<file path="src/rtl/fifo_level_ppm_ctrl_if.sv">
// ---------------------------------------------------------------------------
// fifo_level_ppm_ctrl_if
//
// Bundles the control inputs and the ppm/status outputs of the FIFO-level
// rate controller.
//
//   enable     : run the control loop (low = idle, partial window discarded)
//   hold       : freeze the integrator on updates, P term stays live
//   fifo_level : input-FIFO occupancy, unsigned
//   ppm_out    : signed ppm correction presented to the resampler
//   ppm_valid  : one-cycle strobe whenever ppm_out is refreshed
//   locked     : loop settled within tolerance for enough updates
//   sat        : last update was clamped at the ppm limit
//
// master = the side driving enable/hold/fifo_level (control layer / bench)
// slave  = the controller itself
// ---------------------------------------------------------------------------
interface fifo_level_ppm_ctrl_if #(
    parameter int LEVEL_WIDTH = 11
) ();
    logic                   enable;
    logic                   hold;
    logic [LEVEL_WIDTH-1:0] fifo_level;
    logic signed [31:0]     ppm_out;
    logic                   ppm_valid;
    logic                   locked;
    logic                   sat;

    modport master (
        output enable,
        output hold,
        output fifo_level,
        input  ppm_out,
        input  ppm_valid,
        input  locked,
        input  sat
    );

    modport slave (
        input  enable,
        input  hold,
        input  fifo_level,
        output ppm_out,
        output ppm_valid,
        output locked,
        output sat
    );
endinterface

</file>
<file path="src/rtl/fifo_level_ppm_ctrl.sv">
// ---------------------------------------------------------------------------
// fifo_level_ppm_ctrl
//
// Closed-loop rate controller feeding the resampler's ppm input. The FIFO
// fill level is registered once, summed over a window of 2^WINDOW_LOG2
// cycles, averaged, and compared with TARGET_LEVEL. A PI loop on that error
// produces a clamped signed ppm correction. Lock and saturation status are
// reported alongside.
//
// Ports:
//   clk  : system clock
//   rst  : synchronous active-high reset
//   ctl  : fifo_level_ppm_ctrl_if.slave
//            in : enable, hold, fifo_level
//            out: ppm_out, ppm_valid, locked, sat
//
// Timing: with the first enabled IDLE cycle as cycle 0, fifo_level values
// from cycles 0..N-1 form the first window (one register of input delay),
// the update is computed on cycle N+1 and the registered results appear on
// cycle N+2. Subsequent updates follow every N+1 cycles.
// ---------------------------------------------------------------------------
module fifo_level_ppm_ctrl #(
    parameter int                 LEVEL_WIDTH  = 11,
    parameter int                 TARGET_LEVEL = 512,
    parameter int                 WINDOW_LOG2  = 10,
    parameter int                 KP_SHIFT     = 4,
    parameter int                 KI_SHIFT     = 8,
    parameter int                 INT_WIDTH    = 24,
    parameter logic signed [31:0] PPM_LIMIT    = 32'sd200000,
    parameter int                 LOCK_TOL     = 4,
    parameter int                 LOCK_COUNT   = 4
) (
    input  logic                  clk,
    input  logic                  rst,
    fifo_level_ppm_ctrl_if.slave  ctl
);

    // -----------------------------------------------------------------------
    // Derived widths and constants
    // -----------------------------------------------------------------------
    localparam int ACC_W  = LEVEL_WIDTH + WINDOW_LOG2;  // sum of N levels never overflows
    localparam int ERR_W  = LEVEL_WIDTH + 1;
    localparam int INT_W1 = INT_WIDTH + 1;              // one guard bit for saturation
    localparam int RAW_W  = 34;
    localparam int LCNT_W = $clog2(LOCK_COUNT + 1);

    localparam logic signed [ERR_W-1:0]  TARGET_S   = ERR_W'(TARGET_LEVEL);
    localparam logic signed [ERR_W-1:0]  LOCK_TOL_S = ERR_W'(LOCK_TOL);
    localparam logic signed [INT_W1-1:0] INT_MAX    = $signed({2'b00, {(INT_WIDTH-1){1'b1}}});
    localparam logic signed [INT_W1-1:0] INT_MIN    = -INT_MAX;
    localparam logic signed [RAW_W-1:0]  LIMIT_POS  = RAW_W'(PPM_LIMIT);
    localparam logic signed [RAW_W-1:0]  LIMIT_NEG  = -LIMIT_POS;
    localparam logic [WINDOW_LOG2-1:0]   CNT_LAST   = {WINDOW_LOG2{1'b1}};
    localparam logic [LCNT_W-1:0]        LCNT_MAX   = LCNT_W'(LOCK_COUNT);

    typedef enum logic [1:0] {
        IDLE   = 2'd0,
        ACCUM  = 2'd1,
        UPDATE = 2'd2
    } state_t;

    // -----------------------------------------------------------------------
    // State
    // -----------------------------------------------------------------------
    state_t                   state_q;
    logic [LEVEL_WIDTH-1:0]   level_q;
    logic [ACC_W-1:0]         acc_q;
    logic [WINDOW_LOG2-1:0]   cnt_q;
    logic signed [INT_WIDTH-1:0] integ_q;
    logic [LCNT_W-1:0]        lock_cnt_q;
    logic signed [31:0]       ppm_q;
    logic                     ppm_valid_q;
    logic                     locked_q;
    logic                     sat_q;

    // -----------------------------------------------------------------------
    // Update datapath: only consumed while in UPDATE, evaluated every cycle
    // -----------------------------------------------------------------------
    logic [LEVEL_WIDTH-1:0]      avg;
    logic signed [ERR_W-1:0]     err;
    logic signed [ERR_W-1:0]     err_abs;
    logic                        in_tol;
    logic signed [INT_W1-1:0]    integ_sum;
    logic signed [INT_W1-1:0]    integ_lim;
    logic signed [INT_WIDTH-1:0] integ_d;
    logic signed [RAW_W-1:0]     p_term;
    logic signed [RAW_W-1:0]     i_term;
    logic signed [RAW_W-1:0]     raw;
    logic signed [RAW_W-1:0]     raw_lim;
    logic signed [31:0]          ppm_d;
    logic                        sat_d;
    logic [LCNT_W-1:0]           lock_cnt_d;

    always_comb begin
        // Truncating average: drop the low WINDOW_LOG2 bits of the window sum.
        avg = acc_q[ACC_W-1:WINDOW_LOG2];
        err = $signed({1'b0, avg}) - TARGET_S;

        // Integrator with symmetric saturation; hold leaves it untouched.
        integ_sum = INT_W1'(integ_q) + INT_W1'(err);
        if (integ_sum > INT_MAX) begin
            integ_lim = INT_MAX;
        end else if (integ_sum < INT_MIN) begin
            integ_lim = INT_MIN;
        end else begin
            integ_lim = integ_sum;
        end
        integ_d = ctl.hold ? integ_q : integ_lim[INT_WIDTH-1:0];

        // PI sum at 34 bits: the P term alone can reach 2^(ERR_W-1+KP_SHIFT).
        p_term = RAW_W'(err) <<< KP_SHIFT;
        i_term = RAW_W'(integ_d >>> KI_SHIFT);
        raw    = p_term + i_term;

        sat_d = 1'b0;
        if (raw > LIMIT_POS) begin
            raw_lim = LIMIT_POS;
            sat_d   = 1'b1;
        end else if (raw < LIMIT_NEG) begin
            raw_lim = LIMIT_NEG;
            sat_d   = 1'b1;
        end else begin
            raw_lim = raw;
        end
        ppm_d = raw_lim[31:0];

        // Lock counter: any out-of-tolerance update restarts the count.
        err_abs = err[ERR_W-1] ? -err : err;
        in_tol  = (err_abs <= LOCK_TOL_S);
        if (!in_tol) begin
            lock_cnt_d = '0;
        end else if (lock_cnt_q == LCNT_MAX) begin
            lock_cnt_d = lock_cnt_q;
        end else begin
            lock_cnt_d = lock_cnt_q + LCNT_W'(1);
        end
    end

    // -----------------------------------------------------------------------
    // Control FSM with registered outputs
    // -----------------------------------------------------------------------
    always_ff @(posedge clk) begin
        if (rst) begin
            state_q     <= IDLE;
            level_q     <= '0;
            acc_q       <= '0;
            cnt_q       <= '0;
            integ_q     <= '0;
            lock_cnt_q  <= '0;
            ppm_q       <= '0;
            ppm_valid_q <= 1'b0;
            locked_q    <= 1'b0;
            sat_q       <= 1'b0;
        end else begin
            // The level is always registered first so the accumulator never
            // sees the asynchronous-producer side combinationally.
            level_q     <= ctl.fifo_level;
            ppm_valid_q <= 1'b0;

            case (state_q)
                IDLE: begin
                    acc_q <= '0;
                    cnt_q <= '0;
                    if (ctl.enable) begin
                        state_q <= ACCUM;
                    end
                end

                ACCUM: begin
                    if (!ctl.enable) begin
                        // Partial window is dropped; IDLE clears it as well.
                        state_q <= IDLE;
                        acc_q   <= '0;
                        cnt_q   <= '0;
                    end else begin
                        acc_q <= acc_q + ACC_W'(level_q);
                        cnt_q <= cnt_q + WINDOW_LOG2'(1);
                        if (cnt_q == CNT_LAST) begin
                            state_q <= UPDATE;
                        end
                    end
                end

                UPDATE: begin
                    acc_q <= '0;
                    cnt_q <= '0;
                    if (!ctl.enable) begin
                        // Pre-empted: outputs, integrator and lock stay as they were.
                        state_q <= IDLE;
                    end else begin
                        integ_q     <= integ_d;
                        ppm_q       <= ppm_d;
                        sat_q       <= sat_d;
                        lock_cnt_q  <= lock_cnt_d;
                        locked_q    <= (lock_cnt_d == LCNT_MAX);
                        ppm_valid_q <= 1'b1;
                        state_q     <= ACCUM;
                    end
                end

                default: begin
                    state_q <= IDLE;
                end
            endcase
        end
    end

    assign ctl.ppm_out   = ppm_q;
    assign ctl.ppm_valid = ppm_valid_q;
    assign ctl.locked    = locked_q;
    assign ctl.sat       = sat_q;

endmodule

</file>
<file path="src/flat_wrapper.sv">
// flat-port wrapper written by rule: the top's interface ports become plain ports
module fifo_level_ppm_ctrl_flat 
#(
    parameter int                 LEVEL_WIDTH  = 11,
    parameter int                 TARGET_LEVEL = 512,
    parameter int                 WINDOW_LOG2  = 10,
    parameter int                 KP_SHIFT     = 4,
    parameter int                 KI_SHIFT     = 8,
    parameter int                 INT_WIDTH    = 24,
    parameter logic signed [31:0] PPM_LIMIT    = 32'sd200000,
    parameter int                 LOCK_TOL     = 4,
    parameter int                 LOCK_COUNT   = 4
)
  (clk, rst, ctl_enable, ctl_hold, ctl_fifo_level, ctl_ppm_out, ctl_ppm_valid, ctl_locked, ctl_sat);
  fifo_level_ppm_ctrl_if #(.LEVEL_WIDTH(LEVEL_WIDTH)) ctl_i ();
  input  logic clk;
  input  logic rst;
  input wire logic [$bits(ctl_i.enable)-1:0] ctl_enable;
  input wire logic [$bits(ctl_i.hold)-1:0] ctl_hold;
  input wire logic [$bits(ctl_i.fifo_level)-1:0] ctl_fifo_level;
  output wire logic [$bits(ctl_i.ppm_out)-1:0] ctl_ppm_out;
  output wire logic [$bits(ctl_i.ppm_valid)-1:0] ctl_ppm_valid;
  output wire logic [$bits(ctl_i.locked)-1:0] ctl_locked;
  output wire logic [$bits(ctl_i.sat)-1:0] ctl_sat;
  assign ctl_i.enable = ctl_enable;
  assign ctl_i.hold = ctl_hold;
  assign ctl_i.fifo_level = ctl_fifo_level;
  assign ctl_ppm_out = ctl_i.ppm_out;
  assign ctl_ppm_valid = ctl_i.ppm_valid;
  assign ctl_locked = ctl_i.locked;
  assign ctl_sat = ctl_i.sat;
  fifo_level_ppm_ctrl #(.LEVEL_WIDTH(LEVEL_WIDTH), .TARGET_LEVEL(TARGET_LEVEL), .WINDOW_LOG2(WINDOW_LOG2), .KP_SHIFT(KP_SHIFT), .KI_SHIFT(KI_SHIFT), .INT_WIDTH(INT_WIDTH), .PPM_LIMIT(PPM_LIMIT), .LOCK_TOL(LOCK_TOL), .LOCK_COUNT(LOCK_COUNT)) u_core (.clk(clk), .rst(rst), .ctl(ctl_i));
endmodule
</file>
<file path="config.mk">
export PLATFORM = sky130hd
export DESIGN_NAME = fifo_level_ppm_ctrl_flat
export DESIGN_NICKNAME = d
export VERILOG_FILES = /design/src/rtl/fifo_level_ppm_ctrl_if.sv /design/src/rtl/fifo_level_ppm_ctrl.sv /design/src/flat_wrapper.sv
export SDC_FILE = /design/constraint.sdc
export NUM_CORES = 1
export LEC_CHECK = 0
export ABC_AREA = 1
export CAP_MARGIN = 30
export CELL_PAD_IN_SITES_DETAIL_PLACEMENT = 0
export CELL_PAD_IN_SITES_GLOBAL_PLACEMENT = 1
export CORE_MARGIN = 1
export CORE_UTILIZATION = 38
export DETAILED_ROUTE_END_ITERATION = 10
export PLACE_DENSITY_LB_ADDON = 0.1
export SLEW_MARGIN = 20
export SYNTH_ARGS = -nofsm -noshare
export SYNTH_HDL_FRONTEND = slang
export SYNTH_SLANG_ARGS = --single-unit
</file>
<file path="constraint.sdc">
create_clock -name clk -period 4.59 [get_ports clk]
set_clock_uncertainty 0.2 [all_clocks]
set_input_delay 1.1475 -clock clk [delete_from_list [all_inputs] [get_ports clk]]
set_output_delay 1.1475 -clock clk [all_outputs]
set_load 0.05 [all_outputs]
</file>
==> run_results.csv <==
group,metric,value,unit
layout,syn_to_final_growth,32.8,%
critical_path,worstSetupPathType,"reg -> reg",
die,die_x,135,um
synth,synth_enable_flop_cells,0,
clock_tree,insertion_delay,0.34,ns
critical_path,end_kind,"register",
layout,mostFrequentLayoutCells,"284 x nand2_1, 119 x inv_1, 108 x buf_4, 95 x a21oi_1, 88 x dfxtp_1",
synth,synth-seq-area-share,27.5,%
drt,first_pass_iters,5,
timing,setup_violations,0,
global_route,overflow,0,
die,start_util,38.9,%
pwr,powerDensity,225,mW/mm2
clock_tree,cts_buffers,9,
pwr,power.total,2.00,mW
drt,drtAntennaViolNets,0,
timing,slew_violations,0,
synth,netlist_area,0.00670,mm2
clock_tree,h-tree-depth,3,
min_path,min_path_type,"reg -> reg",
drt,wl,20.0,mm
synth,synth_area_per_cell,6.36,um2
placed_design,place.gp.congestion,0.863,
clock_tree,cts_sinks,92,
clock_tree,clockBufferDepth,2,
timing,period_needed,4.36,ns
timing,rsz0062_at_grt,"true",
die,coreArea,0.0172,mm2
die,die_area,0.0182,mm2
layout,nNetsFinal,1241,
global_route,grt.total_usage,22.5,%
global_route,antenna_found_initial,0,
timing,timing.final.crit_share,95.1,%
timing,worst_pin_slew,0.885,ns
layout,final_common_cell,"nand2_1",
timing,relSlewSlack,40.2,%
clock_tree,cts.clk_slew.worst_paths,0.07,ns
critical_path,slowest_delay,0.35,ns
global_route,grt_max_degree,51,
timing,fmax,0.229,GHz
die,ios,50,
drt,via_count,6961,
critical_path,arrival,4.44,ns
critical_path,critPathSlowestCell,"dfxtp_2",
drt,drc,0,
synth,synth_cells,1054,
synth,ys_ff_latch,92,
die,num_rows,48,
timing,hold_violations,0,
job,drv_cap,0,
synth,synth_warnings,0,
critical_path,path_max_fanout,5,
drt,wl_per_cell,14.2,um
pwr,power.leakage,4.22,nW
placed_design,dpl.hpwl,15.0,mm
global_route,grt_pass1_wl,32.3,mm
layout,finish.instance_area,0.00890,mm2
pwr,ir_drop,0.176,mV
placed_design,io_buffers,49,
synth,synth_nets,1113,
layout,antenna_cells,0,
outcome,status,"finished, final reports clean",
drt,viasPerCell,4.93,
placed_design,place_area,0.00789,mm2
clock_tree,cts-root-buf,"clkbuf_16",
clock_tree,cts_tree,"done",
critical_path,required,4.66,ns
synth,async_flop_share,0,%
critical_path,cp-start-kind,"register",
die,dieHeight,135,um
layout,drive_gt1_share,20.4,%
synth,ys.flop_type,"dfxtp_1",
clock_tree,cts_hold_buf,0,
synth,ys_types,51,
global_route,grt_pass1_vias,6370,
drt,dr.first_iter.drc_count,397,
[per-stage QoR]
stage	hold slack (ns)	instances	setup TNS (ns)	setup WS [ns]	util, %
global placement	0.249	1370	-0.318	-0.123	45.7
detailed placement	0.250	1371	-0.906	-0.255	45.7
CTS	0.262	1393	0	0.0124	48.4
finish	0.259	1412	0	0.226	51.6
floorplan	0.250	1054	0	0.0313	-
global route	0.297	1412	-0.104	-0.0387	51.6
[synth_stat cells (4+ instances only)]
| library cell | number | share of area, % |
|---|---|---|
| a221oi_1 | 4 | 0.52 |
| inv_1 | 125 | 7.0 |
| nor3_1 | 7 | 0.52 |
| dfxtp_1 | 92 | 27 |
| nand2_1 | 307 | 17 |
| xnor2_1 | 6 | 0.78 |
| a22oi_1 | 8 | 0.90 |
| a211oi_1 | 5 | 0.56 |
| clkbuf_1 | 22 | 1.2 |
| o21bai_1 | 7 | 0.78 |
| buf_4 | 17 | 1.9 |
| nor2_1 | 89 | 5.0 |
| nand3_1 | 79 | 5.9 |
| o21ai_0 | 65 | 4.9 |
| nand4_1 | 8 | 0.75 |
| a21oi_1 | 105 | 7.8 |
| xor2_1 | 13 | 1.7 |
| ha_1 | 41 | 7.7 |
[what timing repair did]
action | CTS | global route
endpoints found under the hold margin | 0 | 0
gates resized for setup | 22 | 100
setup endpoints to repair | 6 | 8
pin swaps | 9 | 33
buffers inserted | 6 | 19
[flip-flops by register name (all words and copies together), names as in the netlist]
name	count
u_core.acc_q	21
u_core.ctl.ppm_valid	1
u_core.level_q	11
u_core.integ_q	24
u_core.cnt_q	10
u_core.lock_cnt_q	3
u_core.ctl.sat	1
u_core.ctl.ppm_out	18
u_core.ctl.locked	1
u_core.state_q	2
[layout make-up]
class,instances,area (um2)
timing repair buffer,163,1370
fill,1774,8340
tap,225,282
inverter,128,488
clock buffer,13,250
clock inverter,3,68.8
multi-input combinational,788,4590
sequential,92,1850
[path summary, 6_finish.rpt]
kind	start	to	slack [ns]	cells past startpoint
max	u_core.acc_q[19]	u_core.ctl.ppm_out[30]	0.23	32
min	u_core.ctl.sat	u_core.ctl.sat	0.26	2
max reg2reg	u_core.acc_q[19]	u_core.ctl.ppm_out[30]	0.23	32
min reg2reg	u_core.ctl.sat	u_core.ctl.sat	0.26	2
[critical path: cells and delay by family, from the launching register on]
family          cells  cell delay, ns
compound gates      9            1.02
fa+ha+maj           4            1.11
buf+inv             3            0.17
flops               1            0.35
simple gates       16            1.44
[routing by layer]
layer	GRT usage, %	up-vias	share of wire [%]
met5	0	-	0
met4	6.05	0	1.3
li1	-	3689	-
met1	33.1	3154	53
met2	34.9	104	43
met3	1.91	14	2.6
[logic make-up (layout without fill, tap and decap cells)]
group,after synthesis,in the layout,share of synthesized area [%]
adder cells (fa/ha/maj),44,44,8.55
XOR/XNOR,22,22,3.55
buffers and inverters,174,307,11.1
flip-flops,92,92,27.5
AND/OR/NAND/NOR,508,508,31.2
AO/OA/AOI/OAI,214,214,18.1
[where the power goes]
part           leakage, nW  switching (mW)  total, mW  internal (mW)
registers            0.747         0.00974      0.821          0.812
clock network        0.154           0.319      0.814          0.495
logic                 3.32           0.208      0.366          0.159
total                 4.22           0.536       2.00           1.47
Power figures use the tool's default switching activity.
